==> src/rtl/ps2_pkg.sv <==
// Shared PS/2 definitions: receiver state encoding, frame constants,
// scan-code values used by the downstream displays, and a parity helper.
package ps2_pkg;

   typedef enum logic [1:0] {
      IDLE   = 2'd0,
      DATA   = 2'd1,
      PARITY = 2'd2,
      STOP   = 2'd3
   } ps2_state_e;

   localparam logic PS2_START_BIT = 1'b0;
   localparam logic PS2_STOP_BIT  = 1'b1;
   localparam int   PS2_DATA_BITS = 8;

   // Scan-code prefixes shared by the seven-segment and VGA keyboard views.
   localparam logic [7:0] BREAK  = 8'hF0;
   localparam logic [7:0] EXTEND = 8'hE0;

   // A PS/2 frame is good when data plus parity bit holds an odd number of ones.
   function automatic logic odd_parity_ok(input logic [7:0] data, input logic par);
      return ^{data, par};
   endfunction

endpackage

==> src/rtl/ps2_line_filter.sv <==
// Conditions one raw PS/2 pin: 2-FF synchronizer, optional run-length glitch
// filter, and a registered one-cycle strobe on each filtered 1->0 transition.
module ps2_line_filter
   import ps2_pkg::*;
#(
   parameter int FILTER_LEN = 8,
   parameter bit FILTER_EN  = 1'b1
) (
   input  logic i_clk,
   input  logic i_rst,
   input  logic i_pin,
   output logic o_level,
   output logic o_fall
);

   logic sync1_r;
   logic sync2_r;

   // Two-stage synchronizer; the PS/2 lines idle high, so reset to 1.
   always_ff @(posedge i_clk) begin
      if (i_rst) begin
         sync1_r <= 1'b1;
         sync2_r <= 1'b1;
      end else begin
         sync1_r <= i_pin;
         sync2_r <= sync1_r;
      end
   end

   generate
      if (FILTER_EN) begin : g_filter
         localparam int CW = $clog2(FILTER_LEN + 1);
         localparam logic [CW-1:0] CNT_LAST = CW'(FILTER_LEN - 1);

         logic          level_r;
         logic [CW-1:0] cnt_r;
         logic          fall_r;

         // Level flips only after FILTER_LEN consecutive disagreeing samples;
         // any agreeing sample restarts the run.
         always_ff @(posedge i_clk) begin
            if (i_rst) begin
               level_r <= 1'b1;
               cnt_r   <= {CW{1'b0}};
               fall_r  <= 1'b0;
            end else if (sync2_r == level_r) begin
               cnt_r  <= {CW{1'b0}};
               fall_r <= 1'b0;
            end else if (cnt_r == CNT_LAST) begin
               level_r <= sync2_r;
               cnt_r   <= {CW{1'b0}};
               fall_r  <= ~sync2_r;
            end else begin
               cnt_r  <= cnt_r + {{(CW-1){1'b0}}, 1'b1};
               fall_r <= 1'b0;
            end
         end

         assign o_level = level_r;
         assign o_fall  = fall_r;
      end else begin : g_bypass
         logic prev_r;
         logic fall_r;

         // Unfiltered path: edge strobe taken straight from the synchronizer.
         always_ff @(posedge i_clk) begin
            if (i_rst) begin
               prev_r <= 1'b1;
               fall_r <= 1'b0;
            end else begin
               prev_r <= sync2_r;
               fall_r <= prev_r & ~sync2_r;
            end
         end

         assign o_level = sync2_r;
         assign o_fall  = fall_r;
      end
   endgenerate

endmodule

==> src/rtl/ps2_frame_receiver.sv <==
// Device-to-host PS/2 frame receiver. Checks start/odd-parity/stop, aborts
// stalled frames on timeout, and shifts good bytes into a 3-byte history.
module ps2_frame_receiver
   import ps2_pkg::*;
#(
   parameter int CLK_FREQ_HZ    = 50000000,
   parameter int FILTER_LEN     = 8,
   parameter int TIMEOUT_CYCLES = 5000
) (
   input  logic        i_clk,
   input  logic        i_rst,
   input  logic        i_PS2C,
   input  logic        i_PS2D,
   output logic [23:0] o_Data,
   output logic [7:0]  o_Byte,
   output logic        o_Valid,
   output logic        o_ParityErr,
   output logic        o_FrameErr,
   output logic        o_Busy
);

   // The timeout length is expressed in system clocks, so the clock rate only
   // matters through TIMEOUT_CYCLES; a non-positive rate degenerates to 1 bit.
   localparam int TW = (CLK_FREQ_HZ > 0) ? $clog2(TIMEOUT_CYCLES) : 1;
   localparam logic [TW-1:0] TO_LAST = TW'(TIMEOUT_CYCLES - 1);

   logic sample_s;
   logic c_level_unused_s;
   logic d_level_s;
   logic d_fall_unused_s;

   ps2_line_filter #(
      .FILTER_LEN (FILTER_LEN),
      .FILTER_EN  (1'b1)
   ) u_clk_filter (
      .i_clk   (i_clk),
      .i_rst   (i_rst),
      .i_pin   (i_PS2C),
      .o_level (c_level_unused_s),
      .o_fall  (sample_s)
   );

   ps2_line_filter #(
      .FILTER_LEN (FILTER_LEN),
      .FILTER_EN  (1'b0)
   ) u_data_sync (
      .i_clk   (i_clk),
      .i_rst   (i_rst),
      .i_pin   (i_PS2D),
      .o_level (d_level_s),
      .o_fall  (d_fall_unused_s)
   );

   ps2_state_e    state_r,   state_nx;
   logic [2:0]    bit_cnt_r, bit_cnt_nx;
   logic [7:0]    shreg_r,   shreg_nx;
   logic          parity_r,  parity_nx;
   logic [TW-1:0] to_cnt_r,  to_cnt_nx;
   logic          timeout_s;
   logic          accept_s;
   logic          perr_s;
   logic          ferr_s;

   logic [23:0]   data_r;
   logic [7:0]    byte_r;
   logic          valid_r;
   logic          perr_r;
   logic          ferr_r;
   logic          busy_r;

   assign timeout_s = (state_r != IDLE) && (to_cnt_r == TO_LAST);

   // Frame sequencing: advance only on a sample strobe; a strobe in the same
   // cycle as the timeout wins because it restarts the counter.
   always_comb begin
      state_nx   = state_r;
      bit_cnt_nx = bit_cnt_r;
      shreg_nx   = shreg_r;
      parity_nx  = parity_r;
      accept_s   = 1'b0;
      perr_s     = 1'b0;
      ferr_s     = 1'b0;
      if (sample_s) begin
         case (state_r)
            IDLE: begin
               if (d_level_s == PS2_START_BIT) begin
                  state_nx   = DATA;
                  bit_cnt_nx = 3'd0;
               end else begin
                  state_nx = IDLE;
               end
            end
            DATA: begin
               shreg_nx   = {d_level_s, shreg_r[7:1]};
               bit_cnt_nx = bit_cnt_r + 3'd1;
               if (bit_cnt_r == 3'(PS2_DATA_BITS - 1)) begin
                  state_nx = PARITY;
               end else begin
                  state_nx = DATA;
               end
            end
            PARITY: begin
               parity_nx = d_level_s;
               state_nx  = STOP;
            end
            STOP: begin
               state_nx = IDLE;
               if (d_level_s == PS2_STOP_BIT) begin
                  if (odd_parity_ok(shreg_r, parity_r)) begin
                     accept_s = 1'b1;
                  end else begin
                     perr_s = 1'b1;
                  end
               end else begin
                  ferr_s = 1'b1;
               end
            end
            default: begin
               state_nx = IDLE;
            end
         endcase
      end else if (timeout_s) begin
         state_nx   = IDLE;
         bit_cnt_nx = 3'd0;
         shreg_nx   = 8'd0;
         ferr_s     = 1'b1;
      end else begin
         state_nx = state_r;
      end
   end

   // Inactivity counter: runs only mid-frame, restarts on every sample strobe.
   always_comb begin
      to_cnt_nx = to_cnt_r;
      if (sample_s || (state_r == IDLE)) begin
         to_cnt_nx = {TW{1'b0}};
      end else if (timeout_s) begin
         to_cnt_nx = {TW{1'b0}};
      end else begin
         to_cnt_nx = to_cnt_r + {{(TW-1){1'b0}}, 1'b1};
      end
   end

   // State, shift register and registered outputs.
   always_ff @(posedge i_clk) begin
      if (i_rst) begin
         state_r   <= IDLE;
         bit_cnt_r <= 3'd0;
         shreg_r   <= 8'd0;
         parity_r  <= 1'b0;
         to_cnt_r  <= {TW{1'b0}};
         data_r    <= 24'd0;
         byte_r    <= 8'd0;
         valid_r   <= 1'b0;
         perr_r    <= 1'b0;
         ferr_r    <= 1'b0;
         busy_r    <= 1'b0;
      end else begin
         state_r   <= state_nx;
         bit_cnt_r <= bit_cnt_nx;
         shreg_r   <= shreg_nx;
         parity_r  <= parity_nx;
         to_cnt_r  <= to_cnt_nx;
         valid_r   <= accept_s;
         perr_r    <= perr_s;
         ferr_r    <= ferr_s;
         busy_r    <= (state_nx != IDLE);
         if (accept_s) begin
            data_r <= {data_r[15:0], shreg_r};
            byte_r <= shreg_r;
         end else begin
            data_r <= data_r;
            byte_r <= byte_r;
         end
      end
   end

   assign o_Data      = data_r;
   assign o_Byte      = byte_r;
   assign o_Valid     = valid_r;
   assign o_ParityErr = perr_r;
   assign o_FrameErr  = ferr_r;
   assign o_Busy      = busy_r;

endmodule

==> config.mk <==
export PLATFORM = sky130hd
export DESIGN_NAME = ps2_frame_receiver
export DESIGN_NICKNAME = d
export VERILOG_FILES = /design/src/rtl/ps2_pkg.sv /design/src/rtl/ps2_line_filter.sv /design/src/rtl/ps2_frame_receiver.sv
export SDC_FILE = /design/constraint.sdc
export NUM_CORES = 1
export LEC_CHECK = 0
export CAP_MARGIN = 20
export CORE_ASPECT_RATIO = 0.7
export CORE_MARGIN = 5
export CORE_UTILIZATION = 35
export CTS_CLUSTER_SIZE = 8
export DETAILED_ROUTE_END_ITERATION = 16
export GPL_TIMING_DRIVEN = 0
export PLACE_DENSITY_LB_ADDON = 0.15
export SYNTH_ARGS = -nofsm -noshare
export SYNTH_HDL_FRONTEND = slang
export SYNTH_HIERARCHICAL = 1
export SYNTH_SLANG_ARGS = --single-unit
==> constraint.sdc <==
create_clock -name i_clk -period 3.5 [get_ports i_clk]
set_input_delay 0.525 -clock i_clk [delete_from_list [all_inputs] [get_ports i_clk]]
set_output_delay 0.525 -clock i_clk [all_outputs]
set_load 0.005 [all_outputs]
==> impl_metrics.toml, run 1 <==
[route]
dr.pass1.iters = 4
num_vias = 1954
via_per_inst = 4.555
ant_nets = 0
drtIter0Drc = 54
wirelength_um = 5231
wire_per_inst_um = 12.19
drc = 0

[synthesis]
syn_inst = 273
synth_nets = 281
avgSynthCellArea_um2 = 10.07
syn_area_um2 = 2749
yosysWarnings = 6

[cts]
clock_sinks = 65
clk_pin_slew_ps = 60
root_buffer = "clkbuf_16"
cts_tree = "done"
post-cts-setup-buffer-count = 0
htreeDepth = 3
cts_resized = 0
hold_buffers = 0
insertion_delay_ps = 320
cts.path.max_buffers = 2
cts_inserted_buffers = 9

[timing]
skew_ps = 9.424
report.final.slew_viol_count = 0
finalSetupTns_ps = 0
max_freq_ghz = 0.4889
max-slew-margin-rel_pct = 53.38
hold_viol = 0
period_share_pct = 58.44
final-setup-viol-count = 0
rsz0062_at_grt = "false"
post-route-min-period_ps = 2046
whs_ps = 403.8
worstMarginPinSlew_ps = 699.3

[final_layout]
area_growth_syn_to_layout_pct = 29.09
fillCellCount = 762
final_cell_mix = "65 x dfxtp_1, 39 x clkdlybuf4s50_1, 32 x nor2_1, 31 x nand2b_1, 24 x mux2i_1"
multi_input_area_um2 = 1282
nets = 331
final_area_um2 = 3548
ff_latch_area_um2 = 1301
drive_gt1_share_pct = 10.98
layout_commonest_cell = "dfxtp_1"
diodes = 0

[global_route]
grt_pass1_wl_um = 9190
grt_pass1_vias = 1877
grt_start_max_net_pins = 15
grt_overflow_total = 0
antenna_found_initial = 0
track_usage_pct = 11.75

[critical_path]
endpoint_kind = "register"
start_kind = "input port"
worstSetupPathType = "input port to register"
required_ps = 3700
worst_ep_arrival_time_ps = 2240
rrSetupSlack_ps = 1550
path_max_fanout = 14
cp-startpoint = "i_rst"
r2r-start = "to_cnt_r[5]"

[power]
p_leak_nw = 1.278
powerDensity_nw_per_um2 = 449.9
ir_drop_v = 0.0002025

[floorplan]
num_rows = 27
die_h_um = 84.15
num_io_pins = 40
initial_utilization_pct = 35.38
fp.dieArea_um2 = 9755
die_w_um = 115.9
design.core.area_um2 = 7770

[placement]
gp_congestion = 0.7569
dpl_cell_area_um2 = 3266
hpwl_um = 3783
portBuffers = 39

[worst_hold_path]
worst_hold_path_type = "register to register"
min_from = "u_data_sync/sync1_r"

[status]
outcome = "finished, final reports clean"

[job]
max-cap-violations = 0
[power breakdown]
group          switching [mW]  total [mW]  internal, mW
Combinational          0.0145      0.0319        0.0175
Clock                   0.320       0.817         0.497
Sequential            0.00350       0.748         0.744
Total                   0.338        1.60          1.26
[flip-flops by register name (all words and copies together), names as in the netlist]
name	count
bit_cnt_r	3
o_Busy	1
o_Data	24
o_FrameErr	1
o_ParityErr	1
o_Valid	1
parity_r	1
shreg_r	8
state_r	2
to_cnt_r	13
u_clk_filter/g_filter.cnt_r	4
u_clk_filter/o_fall	1
u_clk_filter/o_level	1
u_clk_filter/sync1_r	1
u_clk_filter/sync2_r	1
u_data_sync/o_level	1
u_data_sync/sync1_r	1
[area by class of cell]
class | instances | area share (%)
sequential | 65 | 36.67
multi-input combinational | 183 | 36.14
timing repair buffer | 39 | 11.00
clock buffer | 10 | 6.735
buffer | 20 | 4.126
tap | 101 | 3.561
clock inverter | 6 | 1.234
inverter | 5 | 0.5289
[routing by layer]
layer  vias up  wire length, um  track usage, %
met2        47             2083           15.72
met3         2              321           4.395
met1       888             2782           17.25
li1       1017                -               -
met5         -                0               0
met4         0               44           3.793
[metrics by stage]
stage,cells,setup slack [ps],total power [mW],utilization (%)
2_1_floorplan,273,1798,0.7798,-
5_1_grt,429,1261,1.662,45.67
3_5_place_dp,413,1100,0.7960,42.03
6_report,429,1454,1.596,45.67
3_3_place_gp,413,1090,0.7957,42.03
4_1_cts,429,1455,1.624,45.67
[path summary, 6_finish.rpt]
check	end	cells after the start
max	shreg_r[5]	4
min	u_data_sync/o_level	1
max reg2reg	shreg_r[3]	5
min reg2reg	u_data_sync/o_level	1
[critical path, cell delays in order]
cell and delay (ps):
clkdlybuf4s50_1 790, clkbuf_1 400, clkbuf_1 410, nor2_1 110
(Power assumes the default switching activity.)
==> inputs of run 2 (changes only) <==
==> constraint.sdc (replaced) <==
create_clock -name i_clk -period 1.8 [get_ports i_clk]
set_input_delay 0.27 -clock i_clk [delete_from_list [all_inputs] [get_ports i_clk]]
set_output_delay 0.27 -clock i_clk [all_outputs]
set_load 0.005 [all_outputs]
==> impl_metrics.toml, run 2 (synthesis gave the netlist of run 1 again) <==
[critical_path]
start_kind = "register"
worst_ep_arrival_time_ps = 1980
rrSetupSlack_ps = 30
critPathSlowestCell = "xor3_1"
critPathBufInv = 2
r2r-start = "shreg_r[2]"
path_common_cell = "xnor2_2"
required_ps = 2010
endpoint_kind = "register"
r2r_end = "o_Data[8]"
worstSetupPathType = "register to register"
critPathTopFamily = "XOR/XNOR gates"
path_cells = "xnor2_2 -> xnor2_2 -> xor3_1 -> nor2b_4 -> buf_12 -> clkbuf_16 -> mux2i_1"
cp_slowest_stage_delay_ps = 370
path_max_fanout = 8
ff2ff_path_depth = 7

[route]
dr.pass1.iters = 4
num_vias = 2009
via_per_inst = 4.608
ant_nets = 0
drc = 0
wire_per_inst_um = 12.71
wirelength_um = 5542
drtIter0Drc = 59

[cts]
insertion_delay_ps = 330
clk_pin_slew_ps = 50
hold_buffers = 0
root_buffer = "clkbuf_16"
cts_tree = "done"
cts_inserted_buffers = 9
htreeDepth = 3
cts.path.max_buffers = 2
clock_sinks = 65

[power]
power_mw = 3.100
p_leak_nw = 1.367
ir_drop_v = 0.0003924
powerDensity_nw_per_um2 = 827.0

[floorplan]
num_io_pins = 40
die_w_um = 115.9
design.core.area_um2 = 7770
die_h_um = 84.15
num_rows = 27
fp.dieArea_um2 = 9755
initial_utilization_pct = 35.38

[worst_hold_path]
min_from = "u_data_sync/sync1_r"
worst_hold_path_type = "register to register"
hold_depth = 1
holdPathEnd = "u_data_sync/o_level"

[placement]
portBuffers = 39
dp_slack_ps = -345.5
gp_congestion = 0.7569
hpwl_um = 3783

[timing]
max-slew-margin-rel_pct = 65.61
max_freq_ghz = 0.5635
whs_ps = 403.8
setup_slack_ps = 25.47
final-setup-viol-count = 0
skew_ps = 9.652
period_share_pct = 98.58
report.final.slew_viol_count = 0
hold_viol = 0
post-route-min-period_ps = 1775
worstMarginPinSlew_ps = 515.0

[final_layout]
fillCellCount = 748
area_growth_syn_to_layout_pct = 36.37
layout_commonest_cell = "dfxtp_1"
multi_input_area_um2 = 1359
nets = 338
diodes = 0
drive_gt1_share_pct = 18.81
ff_latch_area_um2 = 1311
final_cell_mix = "59 x dfxtp_1, 38 x clkdlybuf4s50_1, 31 x nor2_1, 31 x nand2b_1, 24 x mux2i_1"
largest_reg_flops = 24

[global_route]
grt_pass1_wl_um = 9287
grt_start_max_net_pins = 15
grt_pass1_vias = 1913
track_usage_pct = 11.86
grt_overflow_total = 0
antenna_found_initial = 0

[status]
outcome = "finished, final reports clean"

[job]
max-cap-violations = 0
==> run 2: worst max-delay path by stage <==
stage,slack [ps],end,start,depth (start not counted)
6_report,30,o_Data[8],shreg_r[2],7
5_1_grt,-40,o_Data[8],shreg_r[0],7
4_1_cts,9,shreg_r[5],i_rst,4
3_5_place_dp,-350,shreg_r[5],i_rst,4
3_3_place_gp,-350,shreg_r[5],i_rst,4
2_1_floorplan,100,o_Data[10],shreg_r[2],7
==> run 2: per-layer routing <==
layer / part of all wire [%] / wire length (um) / vias to the layer above / GRT usage (%)
li1: - / - / 1032 / -
met2: 40 / 2232 / 42 / 16.08
met3: 5.8 / 320 / 4 / 4.395
met4: 1.1 / 62 / 0 / 3.793
met5: 0 / 0 / - / 0
met1: 53 / 2927 / 931 / 17.26
==> run 2: repair_timing <==
item	4_1_cts	5_1_grt
setup endpoints to repair	40	41
pin swaps	4	6
resized for setup	8	17
cloned	0	2
setup buffers	3	5
==> run 2: cell type report <==
class                      instances  share of cell area, %
tap                              101                  3.371
sequential                        65                  34.98
timing repair buffer              49                  13.75
buffer                            17                  3.605
multi-input combinational        183                  36.25
inverter                           5                 0.5007
clock buffer                      10                  6.375
clock inverter                     6                  1.168
==> run 2: where the power goes <==
group / internal, mW / leakage [nW] / switching [mW]
Clock: 0.967 / 0.127 / 0.619
Sequential: 1.45 / 0.528 / 0.00698
Combinational: 0.0341 / 0.712 / 0.0282
==> run 2: through the flow <==
step                instance area [um2]  instances  util, %  TNS [ps]
detailed placement                 3266        413    42.03     -5623
CTS                                3603        430    46.38         0
floorplan                          2749        273        -         0
finish                             3749        436    48.24         0
global placement                   3266        413    42.03     -5614
global route                       3749        436    48.24    -713.5
==> edit 1 (flow settings as in run 1) <==
The output `o_Busy` loses its register stage (`busy_r` becomes a continuous assignment).
--- a/src/rtl/ps2_frame_receiver.sv
+++ b/src/rtl/ps2_frame_receiver.sv
@@ -155,5 +155,4 @@
          perr_r    <= 1'b0;
          ferr_r    <= 1'b0;
-         busy_r    <= 1'b0;
       end else begin
          state_r   <= state_nx;
@@ -165,5 +164,4 @@
          perr_r    <= perr_s;
          ferr_r    <= ferr_s;
-         busy_r    <= (state_nx != IDLE);
          if (accept_s) begin
             data_r <= {data_r[15:0], shreg_r};
@@ -176,4 +174,6 @@
    end
 
+   assign busy_r = (state_nx != IDLE);
+
    assign o_Data      = data_r;
    assign o_Byte      = byte_r;
Behaviour: same outputs for any inputs over 10 cycles, from zero or initial values and one cycle with i_rst high; that may be too few to reach the edited logic, so the function may still have changed.
==> edit 1 against run 1 <==
  * Wire length rose by 6.1%
  * Largest power group unchanged
  * Worst setup slack got worse by 770 ps
  * Hold slack improved by 1.7 ps
  * Die area about the same
  * Total power is 4.1% higher
  * Synthesized cell count rose by 1.1%
  * Largest cell class is now multi-input gates
  * Synthesized area about the same
  * Clock skew down 1.9 ps
  * Sequential cell count down 1
  * Cell area rose by 0.53%
==> edit 1: results <==
drt:
  via_per_inst: 4.58
  drtIter0Drc: 80
  wl_per_cell_um: 12.9
critical_path:
  r2r_end: "to_cnt_r[5]"
  arrival_ps: 2290
  reg2reg_slack_ps: 1480
  reg2reg_depth: 6
  cp_max_fo: 10
timing:
  slew_headroom: 0.549
  fin_crit_sh: 0.804
  finClkSkew_ps: 7.49
layout:
  nNetsFinal: 334
  clock_buffer_count: 13
  n_all_buffers: 60
  seq_area_frac: 0.359
  seq_cell_count: 64
  multi_input_cells: 186
  fillers: 760
  drive_gt1_frac: 0.0997
  clock_area_frac: 0.0842
pwr:
  switching_power_uw: 323
  vdd_drop_max_mv: 0.282
global_route:
  track_usage: 0.123
  grt_pass1_wl_mm: 9.52
outcome:
  status: "complete, no violations"
placed_design:
  place.gp.congestion: 0.792
  place_ws_ps: 1050
## edit 1: worst min path at each step
| stage | slack (ps) | to | start | cells after the start |
|---|---|---|---|---|
| 2_1_floorplan | 390 | u_data_sync/o_level | u_data_sync/sync1_r | 1 |
| 3_3_place_gp | 390 | u_data_sync/o_level | u_data_sync/sync1_r | 1 |
| 3_5_place_dp | 390 | u_clk_filter/sync2_r | u_clk_filter/sync1_r | 1 |
| 4_1_cts | 410 | u_clk_filter/sync2_r | u_clk_filter/sync1_r | 1 |
| 5_1_grt | 420 | u_data_sync/o_level | u_data_sync/sync1_r | 1 |
| 6_report | 410 | u_clk_filter/sync2_r | u_clk_filter/sync1_r | 1 |
## edit 1: routing by layer
metal	up-vias	global-route usage	share of wire
li1	1037	-	-
met1	903	0.184	0.55
met2	33	0.161	0.40
met3	6	0.0439	0.043
met4	0	0.0453	0.012
met5	-	0	0
## edit 1: power groups by stage
stage,clock network [uW],registers (uW),logic [uW]
after floorplan,0,751,17.0
after global placement,0,752,32.1
final,893,737,31.6
after detailed placement,0,752,32.3
after CTS,913,736,32.3
after global routing,958,736,35.6
## edit 1: stage by stage
step	std cells	instance area [sq um]	util	hold WS (ps)
3_3_place_gp	416	3270	0.420	390
2_1_floorplan	276	2750	-	385
3_5_place_dp	416	3270	0.420	394
6_report	432	3570	0.459	405
4_1_cts	432	3570	0.459	406
5_1_grt	432	3570	0.459	416
## edit 1: critical path, cell delays in order (launching register included)
cell and delay, ps:
dfxtp_1 320, clkbuf_1 320, o211ai_1 190, nor3b_1 210, nand4_1 220, and3_1 260, clkdlybuf4s50_1 440
==> edit 2 (settings of run 1) <==
Without the edit above. `TIMEOUT_CYCLES`: 5000 -> 10000.
--- a/src/rtl/ps2_frame_receiver.sv
+++ b/src/rtl/ps2_frame_receiver.sv
@@ -6,5 +6,5 @@
    parameter int CLK_FREQ_HZ    = 50000000,
    parameter int FILTER_LEN     = 8,
-   parameter int TIMEOUT_CYCLES = 5000
+   parameter int TIMEOUT_CYCLES = 10000
 ) (
    input  logic        i_clk,
Check against the original RTL: no difference found for any inputs over 10 cycles, from zero or initial values and one cycle with i_rst high; that may be too few to reach the edited logic, so the function may still have changed.
==> edit 2 against run 1 <==
  * Cell area is 1.1% higher
  * Wire length grew 4.2%
  * Cell count is 3.7% higher
  * Synthesized area increased by 1.8%
  * Total power down 0.55%
  * Sequential share of layout area up 0.16 points
  * Sequential cell count rose by 1
  * Worst setup slack got worse by 21 ps
  * Count of clock-buffer cells in the layout shrank 1
  * Critical path type unchanged
  * Critical endpoint is now o_FrameErr
==> edit 2: results <==
layout:
  drive_gt1_frac: 0.102
  fillers: 778
  nNetsFinal: 347
  fin_util: 0.458
timing:
  timing.hold.ws_ps: 409
  finClkSkew_ps: 9.37
global_route:
  grt_use_met1: 0.167
  grt_pass1_vias: 1959
  gr-usage-met3: 0.0428
  track_usage: 0.119
  grt_use_met2: 0.172
placed_design:
  dp_hpwl_mm: 3.94
  dpl_cell_area_sq_um: 3320
drt:
  dr_wl_met3_um: 230
  via_per_inst: 4.61
  drtIter0Drc: 86
logic_synthesis:
  synth_nets: 297
  syn-instance-count: 289
pwr:
  seqPwrFrac: 0.478
  vdd_drop_max_mv: 0.244
  internal_power_uw: 1250
critical_path:
  reg2reg_depth: 6
  r2r_end: "shreg_r[1]"
  reg2reg_slack_ps: 1580
outcome:
  status: "complete, no violations"
[edit 2: how the worst max path moves through the flow]
stage                     startpoint          to  slack (ps)  cells past startpoint
after floorplan           shreg_r[2]  o_Data[10]        1800                      7
after global placement         i_rst  o_FrameErr        1070                      4
after detailed placement       i_rst  o_FrameErr        1040                      4
after CTS                      i_rst  o_FrameErr        1380                      4
after global routing           i_rst  o_FrameErr        1220                      4
final                          i_rst  o_FrameErr        1430                      4
[edit 2: area by class of cell]
| cell class | count | area share |
|---|---|---|
| flip-flops and latches | 66 | 0.368 |
| clock inverters | 7 | 0.0129 |
| clock buffers | 9 | 0.0628 |
| inverters | 4 | 0.00419 |
| repair buffers | 39 | 0.109 |
| well taps | 101 | 0.0352 |
| plain buffers | 21 | 0.0419 |
| multi-input cells | 198 | 0.366 |
[edit 2: worst register-to-register path, cell delays in order (launching register included)]
cell and delay (ps):
dfxtp_1 340, or4b_1 560, nor3_1 190, nand3b_1 160, clkbuf_1 290, nand3_1 170
a21oi_1 70
